$ cat config.mk
export PLATFORM = sky130hd
export DESIGN_NAME = id_ex_alu_issue
export DESIGN_NICKNAME = d
export VERILOG_FILES = /design/src/rtl/id_ex_alu_issue.sv
export SDC_FILE = /design/constraint.sdc
export NUM_CORES = 1
export LEC_CHECK = 0
export ABC_AREA = 0
export BUFFER_PORTS_ARGS = -buffer_cell sky130_fd_sc_hd__buf_4
export CORE_ASPECT_RATIO = 0.9
export CORE_MARGIN = 2
export CORE_UTILIZATION = 40
export CTS_CLUSTER_SIZE = 40
export DETAILED_ROUTE_END_ITERATION = 7
export PLACE_DENSITY_LB_ADDON = 0.25
export SETUP_SLACK_MARGIN = 0.05
export SLEW_MARGIN = 25
export SYNTH_ARGS = -nofsm -noshare
export SYNTH_HDL_FRONTEND = slang
export SYNTH_SLANG_ARGS = --single-unit
$ cat constraint.sdc
create_clock -name clk -period 2 [get_ports clk]
set_clock_uncertainty 0.05 [all_clocks]
set_input_delay 0.1 -clock clk [delete_from_list [all_inputs] [get_ports clk]]
set_output_delay 0.1 -clock clk [all_outputs]
set_load 0.005 [all_outputs]
$ cat src/rtl/id_ex_alu_issue.sv
// ID/EX pipeline register for the 5-stage MIPS core. It also decodes the ALU
// operation code and extends the immediate, so EX receives ready-to-use operands.
module id_ex_alu_issue #(
  parameter int DW = 32,
  parameter int RW = 5
) (
  input  logic          clk,
  input  logic          rst,
  input  logic          stall,
  input  logic          flush,
  input  logic          id_valid,
  input  logic [1:0]    id_aluop,
  input  logic [5:0]    id_opcode,
  input  logic [5:0]    id_funct,
  input  logic [DW-1:0] id_rs_data,
  input  logic [DW-1:0] id_rt_data,
  input  logic [15:0]   id_imm,
  input  logic          id_alusrc,
  input  logic [RW-1:0] id_rt_addr,
  input  logic [RW-1:0] id_rd_addr,
  input  logic          id_regdst,
  input  logic          id_regwrite,
  input  logic          id_memread,
  input  logic          id_memwrite,
  input  logic          id_memtoreg,
  output logic          ex_valid,
  output logic [DW-1:0] ex_a,
  output logic [DW-1:0] ex_b,
  output logic [3:0]    ex_alu_ctrl,
  output logic [DW-1:0] ex_store_data,
  output logic [RW-1:0] ex_write_reg,
  output logic          ex_regwrite,
  output logic          ex_memread,
  output logic          ex_memwrite,
  output logic          ex_memtoreg,
  output logic          ex_illegal
);

  localparam logic [3:0] ALU_AND  = 4'b0000;
  localparam logic [3:0] ALU_OR   = 4'b0001;
  localparam logic [3:0] ALU_ADD  = 4'b0010;
  localparam logic [3:0] ALU_SUB  = 4'b0110;
  localparam logic [3:0] ALU_SLT  = 4'b0111;
  localparam logic [3:0] ALU_NONE = 4'b1111;

  logic [3:0]    alu_ctrl_d;
  logic          zero_ext;
  logic [DW-1:0] imm_ext;
  logic          unsupported;
  logic          ctl_en;

  logic          valid_q;
  logic [DW-1:0] a_q, b_q, store_data_q;
  logic [3:0]    alu_ctrl_q;
  logic [RW-1:0] write_reg_q;
  logic          regwrite_q, memread_q, memwrite_q, memtoreg_q, illegal_q;

  always_comb begin
    alu_ctrl_d = ALU_NONE;
    unique case (id_aluop)
      2'b00: alu_ctrl_d = ALU_ADD;
      2'b01: alu_ctrl_d = ALU_SUB;
      2'b10: begin
        unique case (id_funct)
          6'h20, 6'h21: alu_ctrl_d = ALU_ADD;
          6'h22, 6'h23: alu_ctrl_d = ALU_SUB;
          6'h24:        alu_ctrl_d = ALU_AND;
          6'h25:        alu_ctrl_d = ALU_OR;
          6'h2A:        alu_ctrl_d = ALU_SLT;
          default:      alu_ctrl_d = ALU_NONE;
        endcase
      end
      default: begin
        unique case (id_opcode)
          6'h0C:   alu_ctrl_d = ALU_AND;
          6'h0D:   alu_ctrl_d = ALU_OR;
          6'h0A:   alu_ctrl_d = ALU_SLT;
          default: alu_ctrl_d = ALU_NONE;
        endcase
      end
    endcase
  end

  // Only andi/ori treat the immediate as unsigned; slti and address math sign-extend.
  assign zero_ext    = (id_aluop == 2'b11) && ((id_opcode == 6'h0C) || (id_opcode == 6'h0D));
  assign imm_ext     = zero_ext ? {{(DW-16){1'b0}}, id_imm} : {{(DW-16){id_imm[15]}}, id_imm};
  assign unsupported = (alu_ctrl_d == ALU_NONE);
  // Side-effecting controls need a real, decodable instruction.
  assign ctl_en      = id_valid && !unsupported;

  always_ff @(posedge clk) begin
    if (rst || flush) begin
      valid_q      <= 1'b0;
      a_q          <= '0;
      b_q          <= '0;
      alu_ctrl_q   <= 4'b0000;
      store_data_q <= '0;
      write_reg_q  <= '0;
      regwrite_q   <= 1'b0;
      memread_q    <= 1'b0;
      memwrite_q   <= 1'b0;
      memtoreg_q   <= 1'b0;
      illegal_q    <= 1'b0;
    end else if (!stall) begin
      valid_q      <= id_valid;
      a_q          <= id_rs_data;
      b_q          <= id_alusrc ? imm_ext : id_rt_data;
      alu_ctrl_q   <= alu_ctrl_d;
      store_data_q <= id_rt_data;
      write_reg_q  <= id_regdst ? id_rd_addr : id_rt_addr;
      regwrite_q   <= ctl_en && id_regwrite;
      memread_q    <= ctl_en && id_memread;
      memwrite_q   <= ctl_en && id_memwrite;
      memtoreg_q   <= id_valid && id_memtoreg;
      illegal_q    <= id_valid && unsupported;
    end
  end

  assign ex_valid      = valid_q;
  assign ex_a          = a_q;
  assign ex_b          = b_q;
  assign ex_alu_ctrl   = alu_ctrl_q;
  assign ex_store_data = store_data_q;
  assign ex_write_reg  = write_reg_q;
  assign ex_regwrite   = regwrite_q;
  assign ex_memread    = memread_q;
  assign ex_memwrite   = memwrite_q;
  assign ex_memtoreg   = memtoreg_q;
  assign ex_illegal    = illegal_q;

endmodule

==> impl_metrics.py <==
metrics = {
    "run_status": {
        "outcome": "finished clean",
    },
    "pwr": {
        "power_frac_seq": 0.474,
        "clockPowerShare": 0.367,
        "ir_worst_vdd_uv": 657,
        "switching_share": 0.236,
        "p_leak_nw": 3.38,
        "power_density_nw_per_um2": 694,
        "combPwrFrac": 0.159,
        "fin_total_pwr_mw": 4.92,
        "p_switching_mw": 1.16,
        "power.internal_mw": 3.76,
    },
    "finish": {
        "seq_area_sq_um": 2220,
        "area_growth_pct": 63.0,
        "instances_no_fill": 873,
        "antenna_cells": 0,
        "multi_input_area_sq_um": 1950,
        "nFillCells": 825,
        "finalNetCount": 850,
        "drive_gt1_frac": 0.343,
        "fin_util": 0.661,
    },
    "synth": {
        "synth-edff-count": 0,
        "yosys.cell_types.count": 32,
        "synth.top_cell.area_share": 0.511,
        "syn_area_sq_um": 4350,
        "synthTopCellsByArea": "dfxtp_1 51%, mux2i_1 20%, nor2_1 9.6%",
        "synthArstFlopShare": 0,
        "yosysTopAreaCell": "dfxtp_1",
        "syn_avg_cell_area_sq_um": 9.49,
        "synth_nets": 573,
        "syn_inst": 458,
        "yosysWarnings": 0,
        "synth_ff_type": "dfxtp_1",
        "synth_seq_cells": 111,
        "yosysSeqAreaShare": 0.511,
        "synth_common_cells": "111 x dfxtp_1, 111 x nor2_1, 85 x mux2i_1, 40 x a21oi_1, 25 x o21ai_0",
    },
    "run": {
        "maxCapViolations": 0,
    },
    "sta": {
        "max-slew-margin-rel": 0.401,
        "rsz0062_at_grt": "no",
        "tns_ns": 0,
        "tightestPinTransition_ns": 0.899,
        "setup_viol": 0,
        "fin_ws_ns": 0.607,
        "hold_violations": 0,
        "min_period_over_period": 0.696,
        "max_freq_mhz": 718,
        "fin_crit_ns": 1.39,
        "drv_slew": 0,
    },
    "floorplanning": {
        "rows": 36,
        "dieHeight_microns": 103,
        "coreArea_sq_um": 10700,
        "die_w_microns": 114,
        "dieArea_sq_um": 11700,
        "io_pins": 226,
        "initial_core_util": 0.405,
    },
    "global_routing": {
        "grt_pass1_vias": 4003,
        "antenna_found_initial": 0,
        "grt_pass1_wl_microns": 19400,
        "track_usage": 0.211,
        "grt-ovfl-total": 0,
        "grt_max_degree": 87,
    },
    "worst_hold_path": {
        "worst_hold_path.endpoint": "ex_b[15]",
        "hp-class": "in2reg",
        "holdPathStages": 3,
        "hold_start": "id_imm[15]",
    },
    "clock_tree": {
        "cts.sinks": 111,
        "cts_buffers": 9,
        "clk_latency_ns": 0.35,
        "clock-root-buffer": "clkbuf_16",
        "clock_path_buffers": 2,
        "cts_tree": "done",
        "clk_pin_slew_ns": 0.07,
        "h-tree-depth": 3,
    },
    "routing": {
        "drc": 0,
        "route.final.wire_length_microns": 12800,
        "routedWlPerCell_microns": 14.7,
        "avgViaCountPerCell": 4.86,
        "drtAntennaViolNets": 0,
        "drt_first_pass_iters": 4,
        "first_iter_violations": 158,
        "vias": 4240,
    },
    "place": {
        "placed_cells": 788,
        "pre_cts_ws_ns": 0.513,
        "place_congestion": 0.862,
        "portBuffers": 225,
        "hpwl_microns": 8320,
    },
    "setup_path": {
        "crit_fanout": 6,
        "r2r_start": "ex_a[10]",
        "setup.worst_path.end_class": "register",
        "r2r-end": "ex_a[10]",
        "crit_path_max_incr_delay_ns": 0.54,
        "r2r_cells": 2,
        "rrSetupSlack_ns": 1.25,
        "cp.arrival_ns": 1.59,
        "crit_chain": "dlygate4sd3_1 -> buf_4 -> nand2b_1 -> a311oi_1 -> or3_4 -> a32o_1",
        "critPathKind": "in2reg",
        "critPathSlowestCell": "dlygate4sd3_1",
        "worstSetupStartpointType": "input pin",
        "cp.required_ns": 2.20,
    },
}
[what timing repair did]
item | in CTS | in global routing
gates resized for setup | 0 | 0
endpoints found under the hold margin | 85 | 0
setup buffers | 0 | 0
hold buffers | 69 | 0
[metal layers]
layer  global-route usage  vias to the layer above  part of all wire
li1                     -                     2099                 -
met1                0.240                     1956              0.41
met2                0.364                      158              0.49
met3               0.0741                       27             0.073
met4               0.0891                        0             0.025
met5                    0                        -                 0
[final cells by class]
class / instances / area share
tap: 133 / 0.0235
inverter: 3 / 0.00159
clock inverter: 5 / 0.00795
sequential: 111 / 0.314
timing repair buffer: 299 / 0.343
multi-input combinational: 311 / 0.276
clock buffer: 11 / 0.0343
[critical path: cells and delay by family]
| kind | cells | cell delay [ns] |
|---|---|---|
| buffers and inverters | 2 | 0.70 |
| AND/OR/NAND/NOR | 2 | 0.52 |
| AO/OA/AOI/OAI | 2 | 0.27 |
[how the worst max path moves through the flow]
stage	startpoint	end	slack (ns)	cells after the start
6_report	id_aluop[1]	ex_illegal	0.61	6
5_1_grt	id_aluop[1]	ex_b[29]	0.55	5
4_1_cts	id_aluop[1]	ex_illegal	0.63	6
3_5_place_dp	id_opcode[1]	ex_b[22]	0.51	5
3_3_place_gp	id_opcode[5]	ex_b[28]	0.58	5
2_1_floorplan	id_funct[1]	ex_illegal	0.76	4
[layout by cell type, fill, tap and decap left out, types with 2 or more instances in the layout]
cell type	n
o21ai_0	25
a21oi_1	40
clkinv_2	2
nor2b_1	2
nand2b_1	17
nor2_1	111
a32o_1	2
dlygate4sd3_1	69
and2b_2	3
mux2i_1	85
a31oi_1	3
buf_4	229
dfxtp_1	111
inv_1	3
nand3_1	5
nand2_1	5
clkbuf_16	9
[per-stage QoR]
stage | instance area (sq um) | hold WS, ns
after CTS | 7080 | 0.0339
after floorplan | 4350 | 0.158
after global routing | 7080 | 0.0509
final | 7080 | 0.0437
after detailed placement | 6090 | 0.290
after global placement | 6090 | 0.280
[cells by family after synthesis]
group / after synthesis / share of synthesized area
flip-flops: 111 / 0.511
buffers and inverters: 36 / 0.0391
AO/OA/AOI/OAI: 76 / 0.0987
multiplexers: 85 / 0.196
AND/OR/NAND/NOR: 150 / 0.155
[power groups by stage]
stage	Sequential [mW]	Clock (mW)	Combinational, mW
6_report	2.33	1.81	0.781
3_5_place_dp	2.38	0	0.665
2_1_floorplan	2.38	0	0.303
5_1_grt	2.34	1.95	0.847
4_1_cts	2.33	1.87	0.778
3_3_place_gp	2.38	0	0.652
Power figures use the tool's default switching activity.
